===== src/rtl/reg9_serializer.sv =====
// Serializes a captured 9-bit word as start, 9 data bits LSB first,
// optional even parity and stop; busy/done report frame progress.
//
// state    | meaning
// ---------+-----------------------------------------------------
// S_IDLE   | line high, waiting for start
// S_START  | start bit (line low) for CLKS_PER_BIT cycles
// S_DATA   | shift register bit 0 on the line, 9 bits
// S_PARITY | XOR of the captured word (PARITY_EN only)
// S_STOP   | stop bit (line high); exit pulses done
module reg9_serializer #(
    parameter int CLKS_PER_BIT = 4,
    parameter int PARITY_EN    = 0
) (
    input  logic       clk,
    input  logic       reset,
    input  logic       start,
    input  logic [8:0] writeData,
    output logic       serialOut,
    output logic       busy,
    output logic       done
);

    typedef enum logic [2:0] {
        S_IDLE   = 3'd0,
        S_START  = 3'd1,
        S_DATA   = 3'd2,
        S_PARITY = 3'd3,
        S_STOP   = 3'd4
    } state_t;

    localparam logic [7:0] DIV_MAX = 8'(CLKS_PER_BIT - 1);

    state_t     r_state;
    state_t     w_state_next;
    logic [7:0] r_div;
    logic [7:0] w_div_next;
    logic [3:0] r_bit_cnt;
    logic [3:0] w_bit_cnt_next;
    logic [8:0] r_shift;
    logic [8:0] w_shift_next;
    logic       r_parity;
    logic       w_parity_next;
    logic       r_serial_out;
    logic       r_busy;
    logic       r_done;
    logic       w_serial_next;
    logic       w_busy_next;
    logic       w_done_next;
    logic       w_div_done;

    assign w_div_done = (r_div == DIV_MAX);

    always_ff @(posedge clk) begin
        if (reset) begin
            r_state      <= S_IDLE;
            r_div        <= 8'd0;
            r_bit_cnt    <= 4'd0;
            r_shift      <= 9'd0;
            r_parity     <= 1'b0;
            r_serial_out <= 1'b1;
            r_busy       <= 1'b0;
            r_done       <= 1'b0;
        end else begin
            r_state      <= w_state_next;
            r_div        <= w_div_next;
            r_bit_cnt    <= w_bit_cnt_next;
            r_shift      <= w_shift_next;
            r_parity     <= w_parity_next;
            r_serial_out <= w_serial_next;
            r_busy       <= w_busy_next;
            r_done       <= w_done_next;
        end
    end

    always_comb begin
        w_state_next = r_state;
        case (r_state)
            S_IDLE:   if (start) w_state_next = S_START;
            S_START:  if (w_div_done) w_state_next = S_DATA;
            S_DATA: begin
                if (w_div_done && (r_bit_cnt == 4'd8))
                    w_state_next = (PARITY_EN != 0) ? S_PARITY : S_STOP;
            end
            S_PARITY: if (w_div_done) w_state_next = S_STOP;
            S_STOP:   if (w_div_done) w_state_next = S_IDLE;
            default:  w_state_next = S_IDLE;
        endcase
    end

    // Datapath: divider restarts on every state entry and every data-bit advance.
    always_comb begin
        w_shift_next   = r_shift;
        w_parity_next  = r_parity;
        w_bit_cnt_next = r_bit_cnt;
        if ((r_state == S_IDLE) || (w_state_next != r_state) || w_div_done)
            w_div_next = 8'd0;
        else
            w_div_next = r_div + 8'd1;

        if ((r_state == S_IDLE) && start) begin
            w_shift_next   = writeData;
            w_parity_next  = ^writeData;
            w_bit_cnt_next = 4'd0;
        end else if ((r_state == S_DATA) && w_div_done) begin
            w_shift_next = {1'b0, r_shift[8:1]};
            if (r_bit_cnt != 4'd8)
                w_bit_cnt_next = r_bit_cnt + 4'd1;
        end
    end

    always_comb begin
        w_serial_next = 1'b1;
        case (w_state_next)
            S_IDLE:   w_serial_next = 1'b1;
            S_START:  w_serial_next = 1'b0;
            S_DATA:   w_serial_next = w_shift_next[0];
            S_PARITY: w_serial_next = w_parity_next;
            S_STOP:   w_serial_next = 1'b1;
            default:  w_serial_next = 1'b1;
        endcase
        w_busy_next = (w_state_next != S_IDLE);
        w_done_next = (r_state == S_STOP) && (w_state_next == S_IDLE);
    end

    assign serialOut = r_serial_out;
    assign busy      = r_busy;
    assign done      = r_done;

endmodule

===== config.mk =====
export PLATFORM = sky130hd
export DESIGN_NAME = reg9_serializer
export DESIGN_NICKNAME = d
export VERILOG_FILES = /design/src/rtl/reg9_serializer.sv
export SDC_FILE = /design/constraint.sdc
export NUM_CORES = 1
export LEC_CHECK = 0
export ABC_AREA = 1
export CORE_ASPECT_RATIO = 1.25
export CORE_MARGIN = 3
export CORE_UTILIZATION = 50
export DETAILED_ROUTE_END_ITERATION = 12
export PLACE_DENSITY = 0.8
export SLEW_MARGIN = 20
export SYNTH_ARGS = -nofsm -noshare
export SYNTH_HDL_FRONTEND = slang
export SYNTH_SLANG_ARGS = --single-unit
export TNS_END_PERCENT = 20

===== constraint.sdc =====
create_clock -name clk -period 1.55 [get_ports clk]
set_clock_uncertainty 0.2 [all_clocks]
set_input_delay 0.31 -clock clk [delete_from_list [all_inputs] [get_ports clk]]
set_output_delay 0.31 -clock clk [all_outputs]
set_load 0.02 [all_outputs]

# Word level (Yosys, flattened, before mapping)
# Cells that the tools add are included.
dict set report totals {
  register_bits 28
  inputBits 12
  out_inout_bits 3
}
dict set report op_classes {
  add_sub_neg 2
  n_eq_ne 11
  n_mux 10
  reduce_logical 14
}
# cell n
set ops {}
lappend ops {{2-to-1 mux 9 bit} 2}
lappend ops {{2-to-1 mux 3 bit} 5}
lappend ops {{one-hot mux 3 bit (5 select lines)} 1}
lappend ops {{equality test 3 x 2 -> 1 bit, second input constant} 4}
lappend ops {{XOR reduction 9 bit} 1}
lappend ops {{adder 8 x 1 -> 8 bit, second input constant} 1}
lappend ops {{equality test 8 x 2 -> 1 bit, second input constant} 1}
lappend ops {{equality test 3 x 1 -> 1 bit, second input constant} 2}
lappend ops {{zero test 3 bit} 2}
lappend ops {{adder 4 x 1 -> 4 bit, second input constant} 1}
lappend ops {{equality test 4 bit, second input constant} 1}
lappend ops {{logical AND 1 bit} 4}
lappend ops {{!= test 4 bit, second input constant} 1}
lappend ops {{OR reduction 2 bit} 2}
lappend ops {{equality test 3 bit, second input constant} 1}
lappend ops {{!= test 3 bit} 1}
lappend ops {{one-hot mux 1 bit (3 select lines)} 1}
lappend ops {{nonzero test 3 bit} 1}
lappend ops {{logical OR 1 bit} 2}
lappend ops {{AND reduction 2 bit} 1}
lappend ops {{nonzero test 2 bit} 1}
lappend ops {{2-to-1 mux 1 bit} 1}

# Logic depth before layout (Yosys ltp)
dict set report logic_depth {
  ltp_word 8
  depth_mapped 12
  mapped_depth_nobuf 12
}

# Worst setup path before layout
# OpenSTA, ideal clock, no wires.
dict set report synth_timing {
  path_kind {register to register}
  startpoint {reg r_bit_cnt[0]}
  endpoint {reg r_done (netlist: done)}
  t_arrival_ns 1.381
  slack_ns -0.104
  path_stages_with_launch 11
  path_buffers 0
  path_cell_list {dfxtp_1 inv_1 ha_1 nand2_1 nor2_1 inv_1 o21ai_2 nand2_1 nor2_2 nand2_1 nor3_2}
}
dict set report synth_via {
  elab_chain_cells 6
}
# element line
set synth_rtl {}
lappend synth_rtl {{start, declared} 38} ;# logic [3:0] r_bit_cnt;
lappend synth_rtl {{start signal, assigned} 67} ;# r_bit_cnt <= w_bit_cnt_next;
lappend synth_rtl {{equality test 4 bit} 82} ;# if (w_div_done && (r_bit_cnt == 4'd8))
lappend synth_rtl {{logical AND 1 bit} 82}
lappend synth_rtl {{2-to-1 mux 3 bit} 82}
lappend synth_rtl {{one-hot mux 3 bit (5 select lines)} 78} ;# case (r_state)
lappend synth_rtl {{zero test 3 bit} 123} ;# w_done_next = (r_state == S_STOP) && (w_state_next == S_IDLE);
lappend synth_rtl {{logical AND 1 bit} 123}
lappend synth_rtl {{end signal, assigned} 72} ;# r_done <= w_done_next;
lappend synth_rtl {{end, declared} 46} ;# logic r_done;
# No other way between the ends.
# A chain may end at the register's enable or synchronous reset.

# Final worst setup path
dict set report layout_timing {
  startpoint {reg r_div[1]}
  endpoint {reg r_serial_out (netlist: serialOut)}
}
dict set report layout_via {
  elab_chain_cells 6
  elab_cells_between_ends 14
}
# element line
set layout_rtl {}
lappend layout_rtl {{start, declared} 36} ;# logic [7:0] r_div;
lappend layout_rtl {{start signal, assigned} 66} ;# r_div <= w_div_next;
lappend layout_rtl {{equality test 8 x 2 -> 1 bit (*)} 52} ;# assign w_div_done = (r_div == DIV_MAX);
lappend layout_rtl {{logical AND 1 bit} 82}
lappend layout_rtl {{2-to-1 mux 3 bit} 82}
lappend layout_rtl {{one-hot mux 3 bit (5 select lines)} 78}
lappend layout_rtl {{equality test 3 x 2 -> 1 bit or equality test 3 x 1 -> 1 bit (tied branches)} 114} ;# case (w_state_next)
lappend layout_rtl {{one-hot mux 1 bit (3 select lines) (*)} 114}
lappend layout_rtl {{end signal, assigned} 70} ;# r_serial_out <= w_serial_next;
lappend layout_rtl {{end, declared} 44} ;# logic r_serial_out;
# Every way passes the cells marked *; elsewhere a longest branch is shown, timed or not. The select of a mux whose other input is x is not followed.

==> impl_metrics.tcl <==
set metrics [dict create \
    postCtsSetupBuffers 0 \
    grt_use_met2 0.408 \
    min_from "r_shift[8]$_SDFFE_PP0P_" \
    ys_seq_area_frac 0.371 \
    synth_ff_type "dfxtp_1" \
    cts_buffers 3 \
    die_area_mm2 0.00372 \
    routed_wl_mm 3.40 \
    initial_core_util 0.543 \
    multi_input_area_um2 928 \
    firstDrtPassIters 4 \
    via_count 1508 \
    rsz0062_at_grt "yes" \
    peakVddDrop_uv 550 \
    synth.largest_area_cell "dfxtp_1" \
    fmax_ghz 0.584 \
    synth.most_common_cell "nand2_1" \
    dr.first_iter.drc_count 16 \
    yosysTopAreaCellShare 0.371 \
    htreeDepth 1 \
    grt_antenna_before_repair 0 \
    relSlewSlack 0.817 \
    hp-class "reg2reg" \
    timing.rr.start "r_div[1]$_SDFF_PP0_" \
    antenna_left 0 \
    diodes 0 \
    drc_errors 0 \
    post-route-min-period_ps 1710 \
    hold_ws_ps 276 \
    dp_slack_ps -357 \
    status "complete, but fails checks" \
    grt.busiest_layer "met2" \
    fin_ws_ps -164 \
    cts.sinks 28 \
    grt-ovfl-total 0 \
    hold_violations 0 \
    synth_fp_nets 232 \
    cp-start-kind "register" \
    avgSynthCellArea_um2 6.97 \
    ios 15 \
    grt_pass1_vias 1520 \
    coreArea_mm2 0.00279 \
    critPathRequiredTime_ps 1580 \
    netlist_instances 217 \
    async_reset_ff_frac 0 \
    cts-root-buf "clkbuf_4" \
    netlist_top_cells_count "48 x nand2_1, 29 x inv_1, 28 x dfxtp_1" \
    synth_area_leaders "dfxtp_1 37%, nand2_1 12%, inv_1 7.2%, nand3_1 7.0%, nor2_1 5.5%" \
    die_h_um 67.5 \
    finalCritPeriodShare 1.11 \
    met1_usage 0.245 \
    vias_per_cell 5.06 \
    regArea_um2 564 \
    path_class "reg2reg" \
    cp_max_fo 8 \
    synth_seq_cells 28 \
    ys_warn_count 0 \
    setup-violations-final 25 \
    end_kind "register" \
    die_w_um 55.2 \
    p_leak_nw 0.885 \
    track_usage 0.226 \
    area.growth.synth_to_final_pct 36.9 \
    maxCapViolCount 0 \
    violations "setup timing" \
    port_buffers 14 \
    ys_types 30 \
    cts_tree "built" \
    num_rows 21 \
    power_density_mw_per_mm2 632 \
    cp.arrival_ps 1740 \
    worstMarginPinSlew_ps 273 \
    fin_nets 281 \
    synth_edf_count 0 \
    fin_util 0.743 \
    clock_latency_ps 330 \
    slew_violations 0 \
    grt_max_degree 17 \
    path_clk_slew_ps 140 \
    crit_path_start "r_div[1]$_SDFF_PP0_" \
    cts_buffer_depth 2 \
    syn_area_mm2 0.00151 \
    grt_pass1_wl_mm 6.13 \
    avgRoutedWirePerCell_um 11.4 \
    hpwl_mm 2.57 \
    routabilityCongestion 0.826 \
    drive_gt1_frac 0.295 \
    fillers 223 \
    grt_util_met3 0.0265 \
    hold_buffers 0 \
]
## cell type report
class	instances	area share
Clock buffer	3	0.0109
Sequential cell	28	0.273
Inverter	32	0.0580
Multi-Input combinational cell	154	0.449
Timing Repair Buffer	47	0.189
Tap cell	34	0.0206
## cells by family (layout without fill, tap and decap cells)
group	Yosys count	in the layout	synth area share
flip-flops	28	28	0.371
buffers and inverters	35	82	0.0877
adder cells (fa/ha/maj)	3	3	0.0248
AND/OR/NAND/NOR	116	116	0.380
XOR/XNOR	6	6	0.0348
AO/OA/AOI/OAI	29	29	0.102
## layout by cell type, fill, tap and decap left out, drive strengths merged
| cell type | instances |
|---|---|
| nand2 | 51 |
| buf | 33 |
| inv | 32 |
| dfxtp | 28 |
| nor2 | 27 |
| nand3 | 23 |
| a21oi | 14 |
| o21ai | 12 |
| clkdlybuf4s50 | 11 |
| nor3 | 10 |
| xor2 | 5 |
| clkbuf | 3 |
| clkdlybuf4s15 | 3 |
| ha | 3 |
| a31oi | 2 |
| nand4 | 2 |
| or2 | 2 |
| nand3b | 1 |
| a22oi | 1 |
| xnor2 | 1 |
## what timing repair did
| item | CTS | global route |
|---|---|---|
| gates resized for setup | 19 | 10 |
| gates cloned | 0 | 0 |
| pin swaps | 7 | 4 |
| setup endpoints to repair | 29 | 29 |
## worst max-delay path, cell delays in order (launching register included)
cell	delay, ps
dfxtp_2	380
ha_4	160
nand2_4	50
nor2_4	120
nand2_4	130
nand2_1	160
o21ai_4	90
nand2_1	80
nor2_2	50
nor2_1	90
nand3_1	110
## sequential cells by signal, summed over array words and instances, names as in the netlist
| signal | cells |
|---|---|
| r_shift | 9 |
| r_parity | 1 |
| r_state | 3 |
| r_div | 8 |
| serialOut | 1 |
| busy | 1 |
| r_bit_cnt | 4 |
| done | 1 |
## final timing paths
kind | slack (ps) | depth (start not counted) | to
setup / recovery | -160 | 10 | serialOut$_SDFF_PP1_
hold reg to reg | 280 | 2 | r_shift[8]$_SDFFE_PP0P_
hold / removal | 280 | 2 | r_shift[8]$_SDFFE_PP0P_
setup reg to reg | -160 | 10 | serialOut$_SDFF_PP1_
## layer usage
metal | wire [um] | vias up | part of all wire
met1 | 1420 | 658 | 0.42
li1 | - | 794 | -
met2 | 1730 | 39 | 0.51
met3 | 100 | 17 | 0.029
met4 | 157 | 0 | 0.046
met5 | 0 | - | 0
## through the flow
stage	std cells	instance area [um2]	setup TNS (ps)	power (W)
after global placement	295	1960	-4330	0.000999
after CTS	298	2040	-2020	0.00131
final	298	2070	-2200	0.00131
after floorplan	217	1550	-423	0.000901
after detailed placement	295	1960	-4810	0.00100
after global routing	298	2070	-4860	0.00138
## report_power, final
group          switching [W]  internal, W  leakage, nW  total [W]
Clock               0.000214    0.0000915       0.0138   0.000306
Sequential         0.0000167     0.000748        0.230   0.000764
Combinational       0.000123     0.000115        0.642   0.000238
Total               0.000354     0.000954        0.885    0.00131
Note: power is estimated with default switching activity, not from simulation.
